$ cat config.mk
export PLATFORM = sky130hd
export DESIGN_NAME = rf_bypass_mp
export DESIGN_NICKNAME = d
export VERILOG_FILES = /design/src/rtl/rf_pkg.sv /design/src/rtl/rf_rd_port.sv /design/src/rtl/rf_bypass_mp.sv
export SDC_FILE = /design/constraint.sdc
export NUM_CORES = 1
export LEC_CHECK = 0
export BUFFER_PORTS_ARGS = -buffer_cell sky130_fd_sc_hd__buf_2
export CAP_MARGIN = 10
export CORE_MARGIN = 1.5
export CORE_UTILIZATION = 40
export CTS_CLUSTER_SIZE = 8
export DETAILED_ROUTE_END_ITERATION = 16
export PLACE_DENSITY_LB_ADDON = 0.1
export SETUP_SLACK_MARGIN = 0.3
export SLEW_MARGIN = 0
export SYNTH_ARGS = -nofsm -noshare
export SYNTH_HDL_FRONTEND = slang
export SYNTH_SLANG_ARGS = --single-unit
$ cat constraint.sdc
create_clock -name clk -period 3.6 [get_ports clk]
set_input_delay 0.72 -clock clk [delete_from_list [all_inputs] [get_ports clk]]
set_output_delay 0.72 -clock clk [all_outputs]
set_load 0.005 [all_outputs]
$ cat src/rtl/rf_pkg.sv
// ============================================================================
// Module      : rf_pkg
// Description : Shared constants for the rf_bypass_mp register file.
// Revision    : 1.0 - initial release
// ============================================================================
`default_nettype none

package rf_pkg;

    localparam int RF_DATA_W = 16;
    localparam int RF_NREGS  = 8;
    localparam int RF_NRD    = 2;

    // Bit positions of the individual causes that can set the sticky err flag
    localparam int RF_ERR_NUM        = 3;
    localparam int RF_ERR_RANGE      = 0;
    localparam int RF_ERR_DOUBLE_RSV = 1;
    localparam int RF_ERR_UNRSV_WR   = 2;

    typedef logic [RF_ERR_NUM-1:0] rf_err_vec_t;

endpackage

`default_nettype wire

$ cat src/rtl/rf_rd_port.sv
// ============================================================================
// Module      : rf_rd_port
// Description : One combinational read port: register mux, write bypass and
//               operand-ready logic. Honours RF_ZERO_REG_EN (no bypass of r0).
// Revision    : 1.0 - initial release
// ============================================================================
`default_nettype none

module rf_rd_port
    import rf_pkg::*;
#(
    parameter int DATA_W = RF_DATA_W,
    parameter int NREGS  = RF_NREGS,
    parameter int SEL_W  = $clog2(NREGS)
) (
    input  logic [SEL_W-1:0]  rd_sel_i,
    input  logic              byp_en_i,
    input  logic              wr_en_i,
    input  logic [SEL_W-1:0]  wr_sel_i,
    input  logic [DATA_W-1:0] wr_data_i,
    input  logic [DATA_W-1:0] regs_i [NREGS],
    input  logic [NREGS-1:0]  pending_i,
    output logic [DATA_W-1:0] rd_data_o,
    output logic              rd_ready_o
);

    localparam logic [SEL_W:0] c_NREGS = (SEL_W+1)'(NREGS);

    logic w_in_range;
    logic w_wr_zero;
    logic w_hit;

    assign w_in_range = ({1'b0, rd_sel_i} < c_NREGS);

`ifdef RF_ZERO_REG_EN
    assign w_wr_zero = (wr_sel_i == '0);
`else
    assign w_wr_zero = 1'b0;
`endif

    assign w_hit = wr_en_i & byp_en_i & ~w_wr_zero & (wr_sel_i == rd_sel_i);

    // Out-of-range indices read as zero and are always ready
    always_comb begin
        rd_data_o  = '0;
        rd_ready_o = 1'b1;
        if (w_in_range) begin
            if (w_hit) begin
                rd_data_o  = wr_data_i;
                rd_ready_o = 1'b1;
            end else begin
                rd_data_o  = regs_i[rd_sel_i];
                rd_ready_o = ~pending_i[rd_sel_i];
            end
        end
    end

endmodule

`default_nettype wire

$ cat src/rtl/rf_bypass_mp.sv
// ============================================================================
// Module      : rf_bypass_mp
// Description : Multi-read-port register file with per-port write bypass,
//               pending-write scoreboard and sticky err flag.
//               Optional: RF_ZERO_REG_EN hardwires register 0 to zero.
// Revision    : 1.0 - initial release
// ============================================================================
`default_nettype none

module rf_bypass_mp
    import rf_pkg::*;
#(
    parameter int DATA_W = RF_DATA_W,
    parameter int NREGS  = RF_NREGS,
    parameter int NRD    = RF_NRD,
    parameter int SEL_W  = $clog2(NREGS)
) (
    input  logic                  clk,
    input  logic                  rst_n,
    input  logic [NRD*SEL_W-1:0]  rd_sel,
    input  logic [NRD-1:0]        rd_byp_en,
    output logic [NRD*DATA_W-1:0] rd_data,
    output logic [NRD-1:0]        rd_ready,
    input  logic                  wr_en,
    input  logic [SEL_W-1:0]      wr_sel,
    input  logic [DATA_W-1:0]     wr_data,
    input  logic                  rsv_en,
    input  logic [SEL_W-1:0]      rsv_sel,
    output logic                  err
);

    localparam logic [SEL_W:0] c_NREGS = (SEL_W+1)'(NREGS);

    logic [DATA_W-1:0] regs_q [NREGS];
    logic [NREGS-1:0]  pending_q;
    logic [NREGS-1:0]  pending_d;
    logic              err_q;
    logic              err_d;

    logic        w_wr_in_range;
    logic        w_rsv_in_range;
    logic        w_wr_zero;
    logic        w_rsv_zero;
    logic        w_wr_ok;
    logic        w_rsv_ok;
    rf_err_vec_t w_err_cause;

    assign w_wr_in_range  = ({1'b0, wr_sel}  < c_NREGS);
    assign w_rsv_in_range = ({1'b0, rsv_sel} < c_NREGS);

`ifdef RF_ZERO_REG_EN
    assign w_wr_zero  = (wr_sel  == '0);
    assign w_rsv_zero = (rsv_sel == '0);
`else
    assign w_wr_zero  = 1'b0;
    assign w_rsv_zero = 1'b0;
`endif

    assign w_wr_ok  = wr_en  & w_wr_in_range  & ~w_wr_zero;
    assign w_rsv_ok = rsv_en & w_rsv_in_range & ~w_rsv_zero;

    always_comb begin
        w_err_cause                    = '0;
        w_err_cause[RF_ERR_RANGE]      = (wr_en & ~w_wr_in_range) | (rsv_en & ~w_rsv_in_range);
        w_err_cause[RF_ERR_DOUBLE_RSV] = w_rsv_ok & pending_q[rsv_sel]
                                       & ~(w_wr_ok & (wr_sel == rsv_sel));
        w_err_cause[RF_ERR_UNRSV_WR]   = w_wr_ok & ~pending_q[wr_sel];
    end

    // Reserve is applied after write so a same-index pair leaves pending set
    always_comb begin
        pending_d = pending_q;
        if (w_wr_ok) begin
            pending_d[wr_sel] = 1'b0;
        end
        if (w_rsv_ok) begin
            pending_d[rsv_sel] = 1'b1;
        end
    end

    assign err_d = err_q | (|w_err_cause);

    always_ff @(posedge clk or negedge rst_n) begin
        if (!rst_n) begin
            pending_q <= '0;
            err_q     <= 1'b0;
        end else begin
            pending_q <= pending_d;
            err_q     <= err_d;
        end
    end

    always_ff @(posedge clk or negedge rst_n) begin
        if (!rst_n) begin
            for (int i = 0; i < NREGS; i++) begin
                regs_q[i] <= '0;
            end
        end else if (w_wr_ok) begin
            regs_q[wr_sel] <= wr_data;
        end
    end

    assign err = err_q;

    for (genvar p = 0; p < NRD; p++) begin : g_rd_port
        rf_rd_port #(
            .DATA_W (DATA_W),
            .NREGS  (NREGS),
            .SEL_W  (SEL_W)
        ) u_rd_port (
            .rd_sel_i   (rd_sel[p*SEL_W +: SEL_W]),
            .byp_en_i   (rd_byp_en[p]),
            .wr_en_i    (wr_en),
            .wr_sel_i   (wr_sel),
            .wr_data_i  (wr_data),
            .regs_i     (regs_q),
            .pending_i  (pending_q),
            .rd_data_o  (rd_data[p*DATA_W +: DATA_W]),
            .rd_ready_o (rd_ready[p])
        );
    end

endmodule

`default_nettype wire
==> results of run 1 <==
## sequential cells by signal (all words and copies together) (netlist names)
| register | cells |
|---|---|
| pending_q | 8 |
| err | 1 |
| regs_q | 128 |
## routing by layer
metal  wire length [µm]  global-route usage [%]  up-vias
met5                  0                       0        -
met4                367                    6.23        0
met3                594                    3.77       32
met2               9480                    32.8      106
met1               9100                    28.4     2610
li1                   -                       -     2181
## final timing paths
kind / startpoint / to / cells after the start
min in group clk: err / err / 1
max in group asynchronous: rst_n / regs_q[8] / 2
min reg2reg: err / err / 1
min: rst_n / err / 1
max: wr_sel[2] / rd_data[10] / 7
max reg2reg: pending_q[7] / err / 3
## critical path: cells and delay by family
family                 cells  cell delay (ns)
AO/OA/AOI/OAI              1             0.15
XOR/XNOR                   1             0.19
buffers and inverters      3             0.81
AND/OR/NAND/NOR            2             0.40
## report_power, final
group          internal (mW)  switching [mW]
Clock                  0.978           0.630
Combinational          0.744           0.454
Sequential              1.88           0.242
## placed cells by master (no fill, tap or decap), drive strengths merged, types with 3 or more instances in the layout
cell type | netlist | final
inv | 5 | 5
o21ai | 36 | 36
clkinv | 0 | 8
xnor2 | 3 | 3
xor2 | 6 | 6
dfrtp | 137 | 137
nand4b | 3 | 3
mux2i | 35 | 35
clkbuf | 20 | 23
buf | 37 | 90
nand2 | 44 | 44
nand2b | 3 | 3
mux2 | 129 | 129
mux4 | 71 | 71
## stage by stage
step                instance area (µm²)  setup slack [ns]  utilization, %
floorplan                          7910              1.00               -
global placement                   8450             0.627            43.6
detailed placement                 8450             0.617            43.6
CTS                                8990             0.607            46.4
global route                       8990             0.485            46.4
finish                             8990             0.593            46.4
## area by class of cell
| class | instances | area share, % |
|---|---|---|
| well taps | 265 | 3.69 |
| repair buffers | 90 | 6.25 |
| clock buffers | 23 | 5.20 |
| flip-flops and latches | 137 | 38.1 |
| inverters | 5 | 0.209 |
| clock inverters | 9 | 0.821 |
| multi-input cells | 348 | 45.7 |
## kinds of logic after synthesis
| logic type | after synthesis | synth area share [%] |
|---|---|---|
| XOR/XNOR | 9 | 0.996 |
| AO/OA/AOI/OAI | 43 | 2.99 |
| buffers and inverters | 62 | 4.68 |
| multiplexers | 235 | 43.1 |
| AND/OR/NAND/NOR | 61 | 4.90 |
| flip-flops | 137 | 43.3 |
==> flow_metrics.env, run 1 <==
export IMPL_status="finished clean"
export IMPL_grt_pass1_wl_um=30800
export IMPL_cpMostUsedCell="buf_2"
export IMPL_layout_drive_gt1_share_pct=53.8
export IMPL_clkLatencyLatePin_ns=0.41
export IMPL_yosysMostFrequentCell="dfrtp_1"
export IMPL_num_nets_final=633
export IMPL_fp_row_count=51
export IMPL_root_buffer="clkbuf_16"
export IMPL_syn_num_nets=581
export IMPL_grt_overflow=0
export IMPL_start_util_pct=40.8
export IMPL_rsz0062_at_grt="no"
export IMPL_seq_area_um2=3430
export IMPL_cts_clk_slew_worst_paths_ns=0.06
export IMPL_fmax_mhz=333
export IMPL_path_class="input pin to primary output"
export IMPL_power_mw=4.93
export IMPL_multi_input_area_um2=4110
export IMPL_ys_types=31
export IMPL_core_um2=19400
export IMPL_synth_edf_count=0
export IMPL_chipHeight_um=144
export IMPL_crit_chain="buf_2, xor2_1, nor4_4, buf_4, nand2_1, o21ai_0, buf_2"
export IMPL_crit_required_ns=2.88
export IMPL_h_tree_depth=4
export IMPL_vias=4929
export IMPL_critPathMaxFanout=15
export IMPL_fillCellCount=1782
export IMPL_antenna_left=0
export IMPL_setup_violations_final=0
export IMPL_p_per_area_nw_per_um2=548
export IMPL_async_flop_share_pct=100
export IMPL_synth_area_leader_cell="dfrtp_1"
export IMPL_postCtsResizedCells=0
export IMPL_hold_class="input pin to asynchronous set/reset pin"
export IMPL_finalSetupTns_ns=0
export IMPL_area_growth_syn_to_layout_pct=13.7
export IMPL_drtIter0Drc=201
export IMPL_synth_commonest_cells="137 x dfrtp_1, 129 x mux2_2, 69 x mux4_2, 44 x nand2_1, 35 x mux2i_1"
export IMPL_syn_area_um2=7910
export IMPL_grt_pass1_vias=5256
export IMPL_grt_start_max_net_pins=88
export IMPL_avgSynthCellArea_um2=14.5
export IMPL_antenna_found_initial=0
export IMPL_post_drt_wl_per_cell_um=22.3
export IMPL_crit_slowest_cell="buf_2"
export IMPL_synth_cells=547
export IMPL_rrSetupSlack_ns=2.26
export IMPL_clock_skew_ns=0.00265
export IMPL_critPathLaunchType="input pin"
export IMPL_placed_cells=845
export IMPL_worst_pin_slew_ns=0.882
export IMPL_finalCritPeriodShare_pct=83.5
export IMPL_vias_per_cell=5.62
export IMPL_fin_crit_ns=3.01
export IMPL_yosysSeqAreaShare_pct=43.3
export IMPL_hold_viol=0
export IMPL_io_pins=69
export IMPL_slew_violations=0
export IMPL_clkSinkCount=137
export IMPL_max_stage_delay_ns=0.33
export IMPL_cts_buffers=17
export IMPL_cts_tree="done"
export IMPL_endpoint_kind="primary output"
export IMPL_ctsHoldBuffers=0
export IMPL_ir_worst_vdd_mv=0.332
export IMPL_antenna_cells=0
export IMPL_ys_flop_type="dfrtp_1"
export IMPL_yosysWarnings=0
export IMPL_dpl_hpwl_um=12100
export IMPL_ys_ff_latch=137
export IMPL_cp_arrival_ns=2.29
export IMPL_globalplace_congestion=0.783
export IMPL_cts_setup_buffers=0
export IMPL_dieArea_um2=20600
export IMPL_drt_first_pass_iters=4
export IMPL_clockBufferDepth=2
export IMPL_p_leak_nw=3.77
export IMPL_grt_total_usage_pct=20.5
export IMPL_whs_ns=0.345
export IMPL_die_w_um=144
export IMPL_portBuffers=68
export IMPL_yosys_top_cells_area="dfrtp_1 43%, mux4_2 20%, mux2_2 18%"
export IMPL_relSlewSlack_pct=41.2
export IMPL_totalWireLength_um=19500
export IMPL_synth_top_area_share_pct=43.3
export IMPL_fin_cells=877
export IMPL_cap_viol_max_count=0
export IMPL_drc=0
(Power assumes the default switching activity.)
==> run 2, diff against run 1 <==
Settings changed: ABC_AREA set to 1.
Clock period 3.6 ns to 2.7 ns, I/O delays scaled along.
==> flow_metrics.env, run 2 <==
export IMPL_synth_commonest_cells="358 x nand2_1, 146 x nand3_1, 137 x dfrtp_1, 111 x o21ai_0, 108 x inv_1"
export IMPL_worst_pin_slew_ns=0.680
export IMPL_syn_num_nets=1224
export IMPL_clkSinkCount=137
export IMPL_slew_violations=0
export IMPL_ir_worst_vdd_mv=0.406
export IMPL_io_pins=69
export IMPL_die_w_um=147
export IMPL_relSlewSlack_pct=54.6
export IMPL_r2r_end="err"
export IMPL_drc=0
export IMPL_status="finished clean"
export IMPL_vias_per_cell=5.33
export IMPL_clkLatencyLatePin_ns=0.43
export IMPL_core_um2=20200
export IMPL_yosysSeqAreaShare_pct=41.4
export IMPL_dpl_hpwl_um=17500
export IMPL_grt_total_usage_pct=26.2
export IMPL_antenna_left=0
export IMPL_cap_viol_max_count=0
export IMPL_p_sw_share_pct=31.0
export IMPL_num_nets_final=1246
export IMPL_h_tree_depth=4
export IMPL_synth_edf_count=0
export IMPL_fp_row_count=52
export IMPL_yosysWarnings=0
export IMPL_critPathMaxFanout=10
export IMPL_finalSetupTns_ns=0
export IMPL_pre_cts_ws_ns=0.356
export IMPL_async_flop_share_pct=100
export IMPL_seqPwrFrac_pct=40.1
export IMPL_grt_pass1_wl_um=43400
export IMPL_ys_types=23
export IMPL_chipHeight_um=147
export IMPL_area_growth_syn_to_layout_pct=14.1
export IMPL_yosys_top_cells_area="dfrtp_1 41%, nand2_1 16%, nand3_1 8.8%"
export IMPL_largest_register_ff_count=128
export IMPL_grt_pass1_vias=7539
export IMPL_layout_drive_gt1_share_pct=13.4
export IMPL_path_class="input pin to primary output"
export IMPL_portBuffers=68
export IMPL_synth_cells=1190
export IMPL_grt_start_max_net_pins=65
export IMPL_rsz0062_at_grt="yes"
export IMPL_drtIter0Drc=685
export IMPL_rrSetupSlack_ns=1.66
export IMPL_cts_tree="done"
export IMPL_avgSynthCellArea_um2=6.95
export IMPL_switching_power_mw=2.05
export IMPL_clockBufferDepth=2
export IMPL_drt_first_pass_iters=7
export IMPL_yosysMostFrequentCell="nand2_1"
export IMPL_intPower_mw=4.56
export IMPL_regMostFlops="regs_q"
export IMPL_cts_clk_slew_worst_paths_ns=0.06
export IMPL_layout_setup_ws_ns=0.411
export IMPL_vias=7970
export IMPL_max_stage_delay_ns=0.21
export IMPL_totalWireLength_um=27000
export IMPL_globalplace_congestion=0.864
export IMPL_pwr_share_comb_pct=22.3
export IMPL_dieArea_um2=21600
export IMPL_synth_top_area_share_pct=41.4
export IMPL_ys_flop_type="dfrtp_1"
export IMPL_cts_setup_buffers=0
export IMPL_finalCritPeriodShare_pct=84.8
export IMPL_crit_slowest_cell="buf_6"
export IMPL_r2r_cells=7
export IMPL_cp_top_family="buffers and inverters"
export IMPL_start_util_pct=40.9
export IMPL_crit_chain="clkbuf_4, inv_2, nand2_1, nand2_1, nor2_2, nand3_4, buf_6, nand2_1, o21ai_0, buf_2"
export IMPL_post_drt_wl_per_cell_um=18.1
export IMPL_pwr_share_clk_pct=37.7
export IMPL_cts_buffers=17
export IMPL_fmax_mhz=437
export IMPL_final_cell_mix="358 x nand2_1, 146 x nand3_1, 137 x dfrtp_1"
export IMPL_fin_crit_ns=2.29
export IMPL_cpMostUsedCell="nand2_1"
export IMPL_synth_area_leader_cell="dfrtp_1"
export IMPL_ys_ff_latch=137
export IMPL_cp_arrival_ns=1.75
export IMPL_critPathLaunchType="input pin"
export IMPL_hold_viol=0
export IMPL_setup_violations_final=0
export IMPL_p_per_area_nw_per_um2=701
export IMPL_clock_skew_ns=0.00208
export IMPL_hold_class="input pin to asynchronous set/reset pin"
export IMPL_endpoint_kind="primary output"
export IMPL_reg2reg_from="pending_q[6]"
export IMPL_final_common_cell="nand2_1"
export IMPL_root_buffer="clkbuf_16"
export IMPL_crit_required_ns=2.16
export IMPL_grt_overflow=0
export IMPL_fillCellCount=2063
export IMPL_cp_buffers_inverters=4
export IMPL_syn_area_um2=8270
export IMPL_p_leak_nw=4.54
export IMPL_antenna_found_initial=1
==> run 2: cell count changes in the layout (fill, tap and decap cells not counted), moves of 16 or more <==
| cell | before | now |
|---|---|---|
| nand2_1 | 44 | 358 |
| nand3_1 | 0 | 146 |
| mux2_2 | 129 | 0 |
| inv_1 | 5 | 108 |
| o21ai_0 | 31 | 110 |
| mux4_2 | 69 | 0 |
| o21ai_1 | 5 | 63 |
| o211ai_1 | 0 | 57 |
| a21oi_1 | 0 | 38 |
| mux2i_1 | 35 | 0 |
| nor2_1 | 0 | 29 |
| inv_2 | 0 | 16 |
==> run 2: how the worst max path moves through the flow <==
stage | cells past startpoint | endpoint | slack, ns | start
6_report | 10 | rd_data[30] | 0.41 | wr_sel[0]
3_3_place_gp | 7 | rd_data[25] | 0.32 | rd_sel[4]
4_1_cts | 10 | rd_data[30] | 0.35 | wr_sel[0]
3_5_place_dp | 10 | rd_data[30] | 0.36 | wr_sel[0]
2_1_floorplan | 9 | rd_ready[0] | 0.70 | rd_sel[0]
5_1_grt | 11 | rd_data[10] | 0.29 | wr_sel[2]
==> run 2: cell type report <==
type,count,area (µm²),area share [%]
Antenna cell,1,2.50,0.0265
Clock buffer,25,505,5.36
Tap cell,270,338,3.58
Sequential cell,137,3430,36.3
Clock inverter,7,113,1.19
Inverter,128,492,5.21
Multi-Input combinational cell,826,3850,40.8
Timing Repair Buffer,102,708,7.51
==> run 2: kinds of logic after synthesis <==
| kind of cell | synth area share (%) |
|---|---|
| AO/OA/AOI/OAI | 18.5 |
| XOR/XNOR | 0.318 |
| buffers and inverters | 12.1 |
| flip-flops | 41.4 |
| AND/OR/NAND/NOR | 27.6 |
==> run 2: metal layers <==
layer	wire (µm)	part of all wire [%]	GRT usage, %
met1	12900	48	37.1
met2	12300	45	41.1
met3	1360	5.0	4.25
met4	476	1.8	7.68
met5	0	0	0
==> run 2: worst reg2reg max path, cell delays in order, from the launching register on <==
cell,delay [ns]
dfrtp_1,0.36
inv_1,0.16
nand2_1,0.08
nand3_1,0.08
nand3_1,0.09
nor2_1,0.12
nor2_1,0.05
nand2_1,0.05
==> run 2: timing repair <==
item                       4_1_cts  5_1_grt
gates resized for setup          0        7
hold buffers                     0        0
setup endpoints to repair        0       26
==> run 2: power by group through the flow <==
stage	logic, mW	clock network, mW	registers (mW)
global placement	1.46	0	2.67
global route	1.69	2.62	2.70
floorplan	1.03	0	2.63
CTS	1.48	2.53	2.65
finish	1.47	2.49	2.65
detailed placement	1.47	0	2.68
==> run 2: through the flow <==
step           instance area, µm²  hold slack, ns  total power [mW]  util, %  std cells
4_1_cts                      9410           0.143              6.66     46.5       1495
2_1_floorplan                8270           0.244              3.66        -       1190
3_3_place_gp                 8800           0.464              4.13     43.5       1463
3_5_place_dp                 8800           0.463              4.16     43.5       1463
5_1_grt                      9430           0.179              7.01     46.6       1496
6_report                     9430           0.105              6.62     46.6       1496
